File: config.mk
export PLATFORM = sky130hd
export DESIGN_NAME = dec_rr_arbiter_flat
export DESIGN_NICKNAME = d
export VERILOG_FILES = /design/src/rtl/dec_rr_arbiter_if.sv /design/src/rtl/dec_rr_arbiter.sv /design/src/flat_wrapper.sv
export SDC_FILE = /design/constraint.sdc
export NUM_CORES = 1
export LEC_CHECK = 0
export CAP_MARGIN = 15
export CORE_UTILIZATION = 56
export CTS_CLUSTER_SIZE = 30
export DETAILED_ROUTE_END_ITERATION = 10
export GPL_ROUTABILITY_DRIVEN = 0
export PLACE_DENSITY_LB_ADDON = 0.08
export SLEW_MARGIN = 25
export SYNTH_ARGS = -nofsm -noshare
export SYNTH_HDL_FRONTEND = slang
export SYNTH_SLANG_ARGS = --single-unit
File: constraint.sdc
create_clock -name clk -period 5.95 [get_ports clk]
set_clock_uncertainty 0.1 [all_clocks]
set_input_delay 0.8925 -clock clk [delete_from_list [all_inputs] [get_ports clk]]
set_output_delay 0.8925 -clock clk [all_outputs]
set_load 0.05 [all_outputs]
File: src/rtl/dec_rr_arbiter_if.sv
// rtl/dec_rr_arbiter_if.sv - request/grant bundle between requesters and the round-robin arbiter
interface dec_rr_arbiter_if;
    logic       en;
    logic [3:0] req;
    logic [3:0] gnt;
    logic [1:0] gnt_id;
    logic       gnt_valid;

    modport master (
        output en,
        output req,
        input  gnt,
        input  gnt_id,
        input  gnt_valid
    );

    modport slave (
        input  en,
        input  req,
        output gnt,
        output gnt_id,
        output gnt_valid
    );
endinterface

File: src/rtl/dec_rr_arbiter.sv
// rtl/dec_rr_arbiter.sv - four-way round-robin arbiter with decoded grant and hold-time limit
module dec_rr_arbiter #(
    parameter int MAX_HOLD = 8
) (
    input logic             clk,
    input logic             rst,
    dec_rr_arbiter_if.slave bus
);
    localparam logic [7:0] HOLD_LAST = 8'(MAX_HOLD - 1);

    typedef enum logic {IDLE, GRANT} state_t;

    state_t     state;
    logic [1:0] ptr;
    logic [7:0] hold_cnt;

    logic [1:0] winner;
    logic [1:0] idx;
    logic       found;
    logic       contention;
    logic       revoke;

    // Scan from the farthest candidate back to ptr so the closest set bit wins.
    always_comb begin
        winner = ptr;
        idx    = ptr;
        found  = 1'b0;
        for (int k = 3; k >= 0; k--) begin
            idx = ptr + 2'(k);
            if (bus.req[idx]) begin
                winner = idx;
                found  = 1'b1;
            end
        end
    end

    assign contention = |(bus.req & ~bus.gnt);
    assign revoke     = !bus.en || !bus.req[bus.gnt_id] ||
                        ((hold_cnt == HOLD_LAST) && contention);

    always_ff @(posedge clk or posedge rst) begin
        if (rst) begin
            state         <= IDLE;
            ptr           <= 2'd0;
            hold_cnt      <= 8'd0;
            bus.gnt       <= 4'b0000;
            bus.gnt_id    <= 2'd0;
            bus.gnt_valid <= 1'b0;
        end else if (state == IDLE) begin
            if (bus.en && found) begin
                state         <= GRANT;
                bus.gnt_id    <= winner;
                bus.gnt       <= 4'b0001 << winner;
                bus.gnt_valid <= 1'b1;
                ptr           <= winner + 2'd1;
                hold_cnt      <= 8'd0;
            end
        end else begin
            // Every revocation returns to IDLE, which forces the one-cycle gap.
            if (revoke) begin
                state         <= IDLE;
                bus.gnt       <= 4'b0000;
                bus.gnt_valid <= 1'b0;
            end else if (hold_cnt != HOLD_LAST) begin
                hold_cnt <= hold_cnt + 8'd1;
            end
        end
    end
endmodule

File: src/flat_wrapper.sv
// flat-port wrapper written by rule: the top's interface ports become plain ports
module dec_rr_arbiter_flat 
#(
    parameter int MAX_HOLD = 8
)
  (clk, rst, bus_en, bus_req, bus_gnt, bus_gnt_id, bus_gnt_valid);
  dec_rr_arbiter_if bus_i ();
  input logic clk;
  input logic rst;
  input wire logic [$bits(bus_i.en)-1:0] bus_en;
  input wire logic [$bits(bus_i.req)-1:0] bus_req;
  output wire logic [$bits(bus_i.gnt)-1:0] bus_gnt;
  output wire logic [$bits(bus_i.gnt_id)-1:0] bus_gnt_id;
  output wire logic [$bits(bus_i.gnt_valid)-1:0] bus_gnt_valid;
  assign bus_i.en = bus_en;
  assign bus_i.req = bus_req;
  assign bus_gnt = bus_i.gnt;
  assign bus_gnt_id = bus_i.gnt_id;
  assign bus_gnt_valid = bus_i.gnt_valid;
  dec_rr_arbiter #(.MAX_HOLD(MAX_HOLD)) u_core (.clk(clk), .rst(rst), .bus(bus_i));
endmodule
---- Word-level counts from Yosys, hierarchy flattened ----
Index checks and enable logic that the tools add are counted.
storage, ports and cells
  input port bits ......................... 7
  register bits after elaboration ......... 18
  output and inout port bits .............. 7
operators by class
  shift operators ......................... 1
  add/subtract/negate cells ............... 5
  multiplexer cells ....................... 31
  equality and inequality tests ........... 5
  order comparisons ....................... 5
  reductions and logical operators ........ 11
  bitwise logic cells ..................... 3
operators by type and width
  kind                   count
  $mux W8                4
  $lt A2 B3 Y1 const B   5
  $mux W1                15
  $mux W4                3
  $bmux W1 S2            5
  $add A8 B1 Y8 const B  1
  $eq A8 B3 Y1 const B   1
  $mux W2                4
  $ne A8 B3 Y1 const B   1
  $ne A2 B2 Y1 const B   3
  $add A2 B1 Y2 const B  2
  $add A2 B2 Y2 const B  2
  $and A4 B4 Y4          1
  $not A4 Y4             1
  $reduce_and A2 Y1      2
  $reduce_or A4 Y1       1
  $shl A1 B2 Y4 const A  1
  $reduce_and A3 Y1      1
  $logic_and A1 B1 Y1    2
  $logic_not A1 Y1       2
  $logic_or A1 B1 Y1     2
  $reduce_bool A2 Y1     1
  $not A1 Y1             1

---- Depth between registers and ports, before layout ----
Gate-level depths: netlist of the first run.
  depth in word-level cells ............... 10
  gate-level depth with buffers ........... 6
  gate-level depth less buffers ........... 6

---- Least setup slack after synthesis of the first run ----
Ideal clock, no wire load.
  kind .................................... in2reg
  from .................................... input bus_req[3]
  to ...................................... register u_core.hold_cnt[2]
  path slack .............................. 3.650 ns
  data required time ...................... 5.771 ns
  path buffers ............................ 1
  stages .................................. 6
  arrival ................................. 2.121 ns
  path through ............................ mux4_2 and3_1 clkbuf_1 and2_2 nand2_1 mux2i_1
on the way
  word-level cells in the longest chain between the ends .. 9
  elaborated cells between the ends (all ways) .. 24
  those cells by class .................... 1 x eq/ne; 14 x mux; 1 x bitwise; 8 x reduce/logical
RTL lines
  element                          line                  source
  start: declaration               flat_wrapper.sv:11    input wire logic [$bits(bus_i.req)-1:0] bus_req;
  $bmux W1 S2                      dec_rr_arbiter.sv:30  if (bus.req[idx]) begin
  $mux W1 (not written as such)    dec_rr_arbiter.sv:30
  $mux W1 (4 in series)            dec_rr_arbiter.sv:30
  $logic_and A1 B1 Y1              dec_rr_arbiter.sv:50  if (bus.en && found) begin
  $reduce_bool A2 Y1 (no line)     -
  $reduce_and A3 Y1 (no line) (*)  -
  end signal: assignment           dec_rr_arbiter.sv:65  hold_cnt <= hold_cnt + 8'd1;
  end: declaration                 dec_rr_arbiter.sv:15  logic [7:0] hold_cnt;
Every way passes the cells marked *; elsewhere a longest branch is shown, timed or not. The select of a mux whose other input is x is not followed.
A chain may end at the register's enable or synchronous reset.

---- Final worst setup path of the first run ----
  from .................................... input bus_req[1]
  to ...................................... register u_core.bus.gnt[2]
on the way
  word-level cells in the longest chain between the ends .. 9
  elaborated cells between the ends (all ways) .. 31
  those cells by class .................... 1 x eq/ne; 1 x shift; 20 x mux; 1 x bitwise; 8 x reduce/logical
RTL lines
  element                                                      line                                        source
  $bmux W1 S2                                                  dec_rr_arbiter.sv:30
  $mux W1 (not written as such)                                dec_rr_arbiter.sv:30
  $mux W2 / $mux W1 (equally long branches) (4 in series)      dec_rr_arbiter.sv:30
  $shl A1 B2 Y4 / $logic_and A1 B1 Y1 (equally long branches)  dec_rr_arbiter.sv:53, dec_rr_arbiter.sv:50
  $mux W4 / $reduce_bool A2 Y1 (equally long branches)         -
  $mux W4 / $reduce_and A2 Y1 (equally long branches)          -
  end signal: assignment                                       dec_rr_arbiter.sv:53                        bus.gnt <= 4'b0001 << winner;
  end: declaration                                             dec_rr_arbiter_if.sv:20                     output gnt,
Parallel ways exist; a longest one is shown, timed or not. The select of a mux whose other input is x is not followed.

==> impl_metrics.env, run 1 <==
export IMPL_ys_warn_count=0
export IMPL_numClockSinks=18
export IMPL_numPortBuffers=13
export IMPL_reg2reg_depth=5
export IMPL_core_sq_um=1577
export IMPL_ff2ff_setup_slack_ns=3.87
export IMPL_holdBufCountCts=0
export IMPL_holdPathStages=1
export IMPL_timing_rr_end="u_core.bus.gnt[2]$_DFFE_PP0P_"
export IMPL_cts_tree="yes"
export IMPL_hold_viol=0
export IMPL_boundaryPins=14
export IMPL_grt_overflow=0
export IMPL_most_common_layout_cells="18 x dfrtp_1, 15 x nand2_1, 13 x clkdlybuf4s50_1, 10 x nor2_1, 5 x inv_1"
export IMPL_clk_latency_ns=0.30
export IMPL_ant_nets=0
export IMPL_ys_ff_latch=18
export IMPL_grt_max_degree=19
export IMPL_ys_types=36
export IMPL_crit_path_end_kind="register"
export IMPL_rsz0062_at_grt="no"
export IMPL_total_power_mw=0.4669
export IMPL_drt_wirelength_per_cell_um=14.80
export IMPL_max_slew_margin_pct=49.31
export IMPL_timing_rr_start="u_core.hold_cnt[3]$_DFFE_PP0P_"
export IMPL_tightest_slew_ns=0.7576
export IMPL_rows=14
export IMPL_hold_class="reg -> reg"
export IMPL_chipWidth_um=44.20
export IMPL_cts_setup_buffers=0
export IMPL_die_area_sq_um=1954
export IMPL_cts_made_buffers=3
export IMPL_required_ns=6.05
export IMPL_ctsResizeCount=0
export IMPL_multi_input_comb_area_sq_um=509.2
export IMPL_vdd_ir_drop_worst_mv=0.2650
export IMPL_clk_pin_slew_worst_paths_ns=0.11
export IMPL_critPathKind="in -> reg"
export IMPL_worstHoldStart="u_core.bus.gnt_valid$_DFFE_PP0P_"
export IMPL_design_area_sq_um=1165
export IMPL_antenna_diode_count=0
export IMPL_period_needed_ns=2.566
export IMPL_drv_slew=0
export IMPL_outcome="finished, final reports clean"
export IMPL_cts_buffer_depth=2
export IMPL_nFillCells=125
export IMPL_grt_pass1_wl_um=3477
export IMPL_min_delay_worst_endpoint="u_core.bus.gnt_valid$_DFFE_PP0P_"
export IMPL_syn_to_final_growth_pct=16.81
export IMPL_drc=0
export IMPL_startpoint_type="input pin"
export IMPL_setup_viol=0
export IMPL_cts_root_buf="clkbuf_4"
export IMPL_vias=824
export IMPL_placed_area_sq_um=1129
export IMPL_start_util_pct=63.25
export IMPL_critical_path_arrival_ns=2.66
export IMPL_yosysSeqAreaShare_pct=45.17
export IMPL_grt_use_total_pct=24.39
export IMPL_ff_latch_area_sq_um=450.4
export IMPL_die_height_um=44.20
export IMPL_drive_above_1_share_pct=13.68
export IMPL_syn_area_sq_um=997.2
export IMPL_period_share_pct=43.12
export IMPL_maxCapViolations=0
export IMPL_dr_pass1_iters=4
export IMPL_nets=126
export IMPL_p_leak_nw=0.5553
export IMPL_first_iter_violations=24
export IMPL_htree_levels=1
export IMPL_post_dp_hpwl_um=1476
export IMPL_synth_avg_cell_area_sq_um=9.682
export IMPL_drt_vias_per_instance=6.195
export IMPL_wl_um=1969
export IMPL_grt_pass1_vias=784
export IMPL_path_max_fanout=7
export IMPL_p_per_area_nw_per_um2=400.8
export IMPL_syn_inst=103
export IMPL_antenna_found_initial=0
export IMPL_final_common_cell="dfrtp_1"
export IMPL_fmax_mhz=389.8
export IMPL_fin_setup_tns_ns=0
export IMPL_syn_nets=111
## cell type report
type | count | share of cell area, %
multi-input combinational | 77 | 43.72
clock buffer | 4 | 3.115
timing repair buffer | 13 | 11.17
tap | 16 | 1.719
inverter | 5 | 1.611
sequential | 18 | 38.67
## power breakdown
| group | switching, mW | internal (mW) | leakage (nW) |
|---|---|---|---|
| clock | 0.0412 | 0.0373 | 0.0210 |
| combinational | 0.127 | 0.0810 | 0.299 |
| sequential | 0.0276 | 0.153 | 0.236 |
| total | 0.196 | 0.271 | 0.555 |
## layer usage
metal,share of wire [%],GRT usage [%],routed length (um),vias to the layer above
met5,0,0,0,-
met4,1.2,10.91,24,0
met3,4.8,3.673,94,4
met2,46,37.35,905,33
met1,48,34.50,944,398
li1,-,-,-,389
## cell usage after synthesis
master | number | area, sq um
xor2_1 | 3 | 26.28
and2_2 | 1 | 7.510
nand2_1 | 15 | 56.30
or2_2 | 1 | 6.260
nor2b_1 | 2 | 12.51
a21oi_1 | 4 | 20.02
o21ai_2 | 2 | 17.52
o32a_1 | 1 | 10.01
o41ai_1 | 1 | 8.760
a32o_1 | 1 | 10.01
ha_1 | 1 | 12.51
a2111oi_0 | 1 | 8.760
o21a_1 | 1 | 7.510
mux2_2 | 1 | 11.26
nand2b_1 | 2 | 12.51
a22oi_1 | 1 | 7.510
a21boi_0 | 1 | 7.510
dfrtp_1 | 18 | 450.4
nand4_1 | 3 | 18.77
mux2i_1 | 4 | 40.04
o21ai_0 | 3 | 15.01
a21o_2 | 2 | 17.52
buf_6 | 1 | 11.26
and3_2 | 1 | 7.510
o221a_2 | 1 | 11.26
mux4_2 | 1 | 22.52
or4_4 | 1 | 11.26
a22o_1 | 1 | 8.760
and2b_1 | 3 | 22.52
nor3_1 | 3 | 15.01
inv_1 | 5 | 18.77
and3_1 | 3 | 18.77
o2bb2ai_1 | 1 | 8.760
nor2_1 | 10 | 37.54
clkbuf_1 | 2 | 7.510
or3_4 | 1 | 11.26
## stage by stage
| step | setup slack [ns] | instances | hold WS (ns) | utilization [%] |
|---|---|---|---|---|
| after global routing | 3.206 | 133 | 0.4355 | 73.89 |
| after global placement | 3.093 | 129 | 0.3693 | 71.59 |
| final | 3.384 | 133 | 0.4241 | 73.89 |
| after detailed placement | 3.073 | 129 | 0.3817 | 71.59 |
| after floorplan | 3.650 | 103 | 0.3690 | - |
| after CTS | 3.393 | 133 | 0.4191 | 73.89 |
## how the worst max path moves through the flow
stage               startpoint                        endpoint  slack, ns  depth (start not counted)
finish              bus_req[1]   u_core.bus.gnt[2]$_DFFE_PP0P_       3.38                          6
detailed placement  bus_req[3]   u_core.bus.gnt[2]$_DFFE_PP0P_       3.07                          6
floorplan           bus_req[3]  u_core.hold_cnt[2]$_DFFE_PP0P_       3.65                          6
global route        bus_req[3]       u_core.ptr[1]$_DFFE_PP0P_       3.21                          5
global placement    bus_req[3]  u_core.hold_cnt[2]$_DFFE_PP0P_       3.09                          6
CTS                 bus_req[3]   u_core.bus.gnt[2]$_DFFE_PP0P_       3.39                          6
## kinds of logic after synthesis
logic type	share of synthesized area (%)
multiplexers	7.403
flip-flops	45.17
XOR/XNOR	2.635
adder cells (fa/ha/maj)	1.255
buffers and inverters	3.765
AND/OR/NAND/NOR	23.84
AO/OA/AOI/OAI	15.94
## worst max-delay path, cell delays in order
cell             delay [ns]
clkdlybuf4s50_1        0.53
mux4_2                 0.49
and3_1                 0.27
o21ai_2                0.11
o21ai_2                0.12
a22o_1                 0.25
## state kept, by name, summed over array words and instances, names as in the netlist
signal                flops
u_core.bus.gnt_valid      1
u_core.state              1
u_core.hold_cnt           8
u_core.bus.gnt_id         2
u_core.ptr                2
u_core.bus.gnt            4
(Power assumes the default switching activity.)
==> inputs of run 2 (changes only) <==
Settings changed: CORE_UTILIZATION 56 to 47.
Clock period 5.95 ns to 2.1 ns, I/O delays scaled along.
==> impl_metrics.env, run 2 (same netlist as run 1, synthesis figures left out) <==
export IMPL_outcome="finished, final reports clean"
export IMPL_hold_class="in -> async"
export IMPL_htree_levels=1
export IMPL_drv_slew=0
export IMPL_drt_wirelength_per_cell_um=12.66
export IMPL_required_ns=2.19
export IMPL_startpoint_type="register"
export IMPL_wl_um=2013
export IMPL_cts_buffer_depth=2
export IMPL_final_common_cell="dfrtp_1"
export IMPL_p_per_area_nw_per_um2=1058
export IMPL_holdBufCountCts=0
export IMPL_critical_path_arrival_ns=2.12
export IMPL_multi_input_comb_area_sq_um=509.2
export IMPL_syn_to_final_growth_pct=29.61
export IMPL_slowest_stage="or4_4"
export IMPL_vias=853
export IMPL_cts_setup_buffers=0
export IMPL_hold_viol=0
export IMPL_dr_pass1_iters=4
export IMPL_p_sw_mw=0.5521
export IMPL_maxCapViolations=0
export IMPL_first_iter_violations=14
export IMPL_comb_power_share_pct=46.8
export IMPL_ctsResizeCount=0
export IMPL_drive_above_1_share_pct=24.24
export IMPL_tightest_slew_ns=0.4931
export IMPL_cts_root_buf="clkbuf_4"
export IMPL_total_power_mw=1.367
export IMPL_nFillCells=172
export IMPL_rsz0062_at_grt="no"
export IMPL_most_common_layout_cells="17 x dfrtp_1, 15 x nand2_1, 15 x buf_4, 13 x clkdlybuf4s50_1, 10 x nor2_1"
export IMPL_clockPowerShare_pct=15.5
export IMPL_final_instance_count_excl_fill=159
export IMPL_fmax_mhz=491.7
export IMPL_rows=16
export IMPL_cts_made_buffers=3
export IMPL_max_stage_delay_ns=0.55
export IMPL_period_share_pct=96.85
export IMPL_crit_chain="or4_4 > or3_4 > o21ai_2 > o21ai_2 > a22o_1"
export IMPL_vdd_ir_drop_worst_mv=1.092
export IMPL_post_dp_hpwl_um=1608
export IMPL_reg_largest_list="u_core.hold_cnt x8, u_core.bus.gnt x4"
export IMPL_max_slew_margin_pct=67.02
export IMPL_boundaryPins=14
export IMPL_clk_latency_ns=0.28
export IMPL_antenna_found_initial=0
export IMPL_ff_latch_area_sq_um=451.7
export IMPL_cp_common_cell="o21ai_2"
export IMPL_p_int_mw=0.8147
export IMPL_crit_buf_inv=0
export IMPL_grt_pass1_vias=739
export IMPL_numClockSinks=18
export IMPL_grt_pass1_wl_um=3229
export IMPL_grt_overflow=0
export IMPL_setup_viol=0
export IMPL_critPathKind="reg -> reg"
export IMPL_ant_nets=0
export IMPL_regMostFlops="u_core.hold_cnt"
export IMPL_swShare_pct=40.40
export IMPL_seqPwrFrac_pct=37.7
export IMPL_nets=141
export IMPL_cts_tree="yes"
export IMPL_core_sq_um=1982
export IMPL_drc=0
export IMPL_period_needed_ns=2.034
export IMPL_die_area_sq_um=2310
export IMPL_p_leak_nw=0.6272
export IMPL_largest_reg_flops=8
export IMPL_placedCellCount=155
export IMPL_cp_top_family="simple AND/OR/NAND/NOR gates"
export IMPL_grt_use_total_pct=20.20
export IMPL_start_util_pct=50.32
export IMPL_die_height_um=48.06
export IMPL_path_max_fanout=5
export IMPL_crit_path_end_kind="register"
export IMPL_antenna_diode_count=0
export IMPL_numPortBuffers=13
export IMPL_clk_pin_slew_worst_paths_ns=0.10
export IMPL_grt_max_degree=12
export IMPL_chipWidth_um=48.06
export IMPL_drt_vias_per_instance=5.365
-- run 2: cell count changes in the layout (fill, tap and decap cells not counted) --
| cell | change |
|---|---|
| dfrtp_1 | -1 |
| dfrtp_2 | +1 |
| buf_4 | +15 |
-- run 2: per-layer routing --
metal | track usage (%) | vias to the layer above | part of all wire [%]
met2 | 29.46 | 14 | 45
met5 | 0 | - | 0
li1 | - | 425 | -
met4 | 1.667 | 0 | 0.45
met1 | 31.28 | 412 | 51
met3 | 5.283 | 2 | 4.2
-- run 2: area by class of cell --
type                    count  area share (%)
repair buffers             28           18.78
flip-flops and latches     18           34.95
well taps                  27           2.614
inverters                   5           1.452
multi-input cells          77           39.40
clock buffers               4           2.807
-- run 2: power by group through the flow --
stage	Sequential [mW]	Combinational, mW	Clock, mW
finish	0.516	0.640	0.212
global route	0.530	0.689	0.233
CTS	0.517	0.641	0.217
detailed placement	0.524	0.639	0
global placement	0.523	0.635	0
floorplan	0.675	0.257	0
-- run 2: final timing paths --
kind                                                     to                           start  slack [ns]  cells past startpoint
min                        u_core.bus.gnt_valid$_DFFE_PP0P_                             rst        0.15                      2
max in group asynchronous            u_core.state$_DFF_PP0_                             rst        1.31                      3
min in group clk             u_core.hold_cnt[0]$_DFFE_PP0P_  u_core.hold_cnt[0]$_DFFE_PP0P_        0.41                      1
max reg2reg                   u_core.bus.gnt[2]$_DFFE_PP0P_  u_core.hold_cnt[6]$_DFFE_PP0P_        0.07                      5
min reg2reg                  u_core.hold_cnt[0]$_DFFE_PP0P_  u_core.hold_cnt[0]$_DFFE_PP0P_        0.41                      1
max                           u_core.bus.gnt[2]$_DFFE_PP0P_  u_core.hold_cnt[6]$_DFFE_PP0P_        0.07                      5
-- run 2: worst register-to-register path, stage by stage, from the launching register on --
cell and delay (ns):
dfrtp_1 0.42, or4_4 0.55, or3_4 0.35, o21ai_2 0.17
o21ai_2 0.11, a22o_1 0.24
-- run 2: stage by stage --
stage	instance area (sq um)	setup slack, ns	util [%]	TNS [ns]	hold slack (ns)
after floorplan	998.5	0.08417	-	0	0.1535
after global placement	1256	-0.07798	63.38	-0.3739	0.3712
after detailed placement	1256	-0.08350	63.38	-0.3877	0.3772
after CTS	1292	0.05879	65.21	0	0.1582
after global routing	1292	0.01495	65.21	0	0.1961
final	1292	0.06622	65.21	0	0.1501
==> inputs of run 3 (changes only) <==
Settings changed: CORE_UTILIZATION 47 to 52.
Clock period 2.1 ns to 2 ns, I/O delays scaled along.
==> impl_metrics.env, run 3 (same netlist as run 1, synthesis figures left out) <==
export IMPL_cts_tree="yes"
export IMPL_grt_pass1_vias=813
export IMPL_drv_slew=0
export IMPL_die_area_sq_um=2097
export IMPL_nets=143
export IMPL_grt_use_total_pct=24.92
export IMPL_reg_largest_list="u_core.hold_cnt x8, u_core.bus.gnt x4"
export IMPL_setup_viol=1
export IMPL_grt_overflow=0
export IMPL_regMostFlops="u_core.hold_cnt"
export IMPL_cts_root_buf="clkbuf_4"
export IMPL_crit_path_end_kind="register"
export IMPL_cts_made_buffers=3
export IMPL_antenna_diode_count=0
export IMPL_cp_top_family="simple AND/OR/NAND/NOR gates"
export IMPL_violations="negative setup slack"
export IMPL_whs_ns=0.2183
export IMPL_outcome="complete, but fails checks"
export IMPL_p_leak_nw=0.6406
export IMPL_drt_vias_per_instance=5.453
export IMPL_first_iter_violations=24
export IMPL_critical_path_arrival_ns=2.10
export IMPL_cts_buffer_depth=2
export IMPL_total_power_mw=1.461
export IMPL_wl_um=2231
export IMPL_startpoint_type="register"
export IMPL_rsz0062_at_grt="yes"
export IMPL_pre_cts_slack_ns=-0.1832
export IMPL_core_sq_um=1764
export IMPL_clk_pin_slew_worst_paths_ns=0.10
export IMPL_most_common_layout_cells="17 x buf_4, 17 x dfrtp_1, 15 x nand2_1, 13 x clkdlybuf4s50_1, 10 x nor2_1"
export IMPL_max_slew_margin_pct=66.19
export IMPL_cp_depth=5
export IMPL_p_per_area_nw_per_um2=1106
export IMPL_crit_chain="or4_4 > or3_4 > o21ai_4 > o21ai_4 > a22o_1"
export IMPL_clk_latency_ns=0.29
export IMPL_die_height_um=45.79
export IMPL_antenna_found_initial=0
export IMPL_path_max_fanout=5
export IMPL_fmax_mhz=497.2
export IMPL_tightest_slew_ns=0.5055
export IMPL_ant_nets=0
export IMPL_post_dp_hpwl_um=1657
export IMPL_vdd_ir_drop_worst_mv=0.7237
export IMPL_htree_levels=1
export IMPL_crit_buf_inv=0
export IMPL_hold_class="in -> async"
export IMPL_postLayoutSetupSlackWorst_ns=-0.01142
export IMPL_vias=867
export IMPL_period_share_pct=100.6
export IMPL_grt_max_degree=19
export IMPL_hold_viol=0
export IMPL_slowest_stage="or4_4"
export IMPL_required_ns=2.09
export IMPL_period_needed_ns=2.011
export IMPL_rows=15
export IMPL_syn_to_final_growth_pct=32.50
export IMPL_chipWidth_um=45.79
export IMPL_dr_pass1_iters=4
export IMPL_drive_above_1_share_pct=26.12
export IMPL_numPortBuffers=13
export IMPL_maxCapViolations=0
export IMPL_boundaryPins=14
export IMPL_reg2reg_depth=5
export IMPL_drc=0
export IMPL_drt_wirelength_per_cell_um=14.03
export IMPL_grt_pass1_wl_um=3670
export IMPL_cp_common_cell="o21ai_4"
export IMPL_max_stage_delay_ns=0.54
export IMPL_largest_reg_flops=8
export IMPL_critPathKind="reg -> reg"
export IMPL_fin_setup_tns_ns=-0.01142
export IMPL_numClockSinks=18
export IMPL_start_util_pct=56.52
run 3: cell count changes in the layout (fill, tap and decap cells not counted):
cell and change:
o21ai_4 +2, buf_4 +2, o21ai_2 -2, and3_1 -1, and3_2 +1
run 3: worst min-delay path: stages:
cell             delay (ns)
clkdlybuf4s50_1        0.40
inv_1                  0.05
buf_4                  0.24
run 3: timing repair:
item / 4_1_cts / 5_1_grt
pin swaps: 1 / 1
resized for setup: 2 / 1
hold buffers: 0 / 0
setup buffers: 0 / 1
setup endpoints to repair: 4 / 5
run 3: final timing paths:
kind | startpoint | end | slack [ns]
min reg2reg | u_core.hold_cnt[0]$_DFFE_PP0P_ | u_core.hold_cnt[0]$_DFFE_PP0P_ | 0.42
min | rst | u_core.bus.gnt_id[1]$_DFFE_PP0P_ | 0.22
min in group clk | u_core.hold_cnt[0]$_DFFE_PP0P_ | u_core.hold_cnt[0]$_DFFE_PP0P_ | 0.42
max reg2reg | u_core.hold_cnt[6]$_DFFE_PP0P_ | u_core.bus.gnt[2]$_DFFE_PP0P_ | -0.01
max | u_core.hold_cnt[6]$_DFFE_PP0P_ | u_core.bus.gnt[2]$_DFFE_PP0P_ | -0.01
max in group asynchronous | rst | u_core.bus.gnt_id[1]$_DFFE_PP0P_ | 1.38
run 3: per-layer routing:
| metal | vias to the layer above | share of wire (%) | GRT usage, % |
|---|---|---|---|
| met3 | 2 | 3.0 | 3.968 |
| met2 | 16 | 47 | 39.14 |
| met1 | 421 | 50 | 34.86 |
| met4 | 0 | 0.67 | 8.824 |
| met5 | - | 0 | 0 |
| li1 | 428 | - | - |
run 3: stage by stage:
stage	std cells	instance area (sq um)	util [%]
detailed placement	154	1261	71.49
finish	159	1321	74.89
floorplan	103	999.7	-
CTS	158	1313	74.40
global route	159	1321	74.89
global placement	154	1261	71.49
run 3: layout make-up:
class                      instances  area [sq um]
multi-input combinational         77         525.5
sequential                        18         451.7
tap                               25         31.28
clock buffer                       4         36.28
timing repair buffer              30         257.7
inverter                           5         18.77
fill                             136         442.9
run 3: report_power, final:
group          switching, mW  total, mW  internal [mW]
Sequential            0.0874      0.543          0.456
Clock                  0.115      0.226          0.111
Combinational          0.396      0.692          0.296
Total                  0.599       1.46          0.863
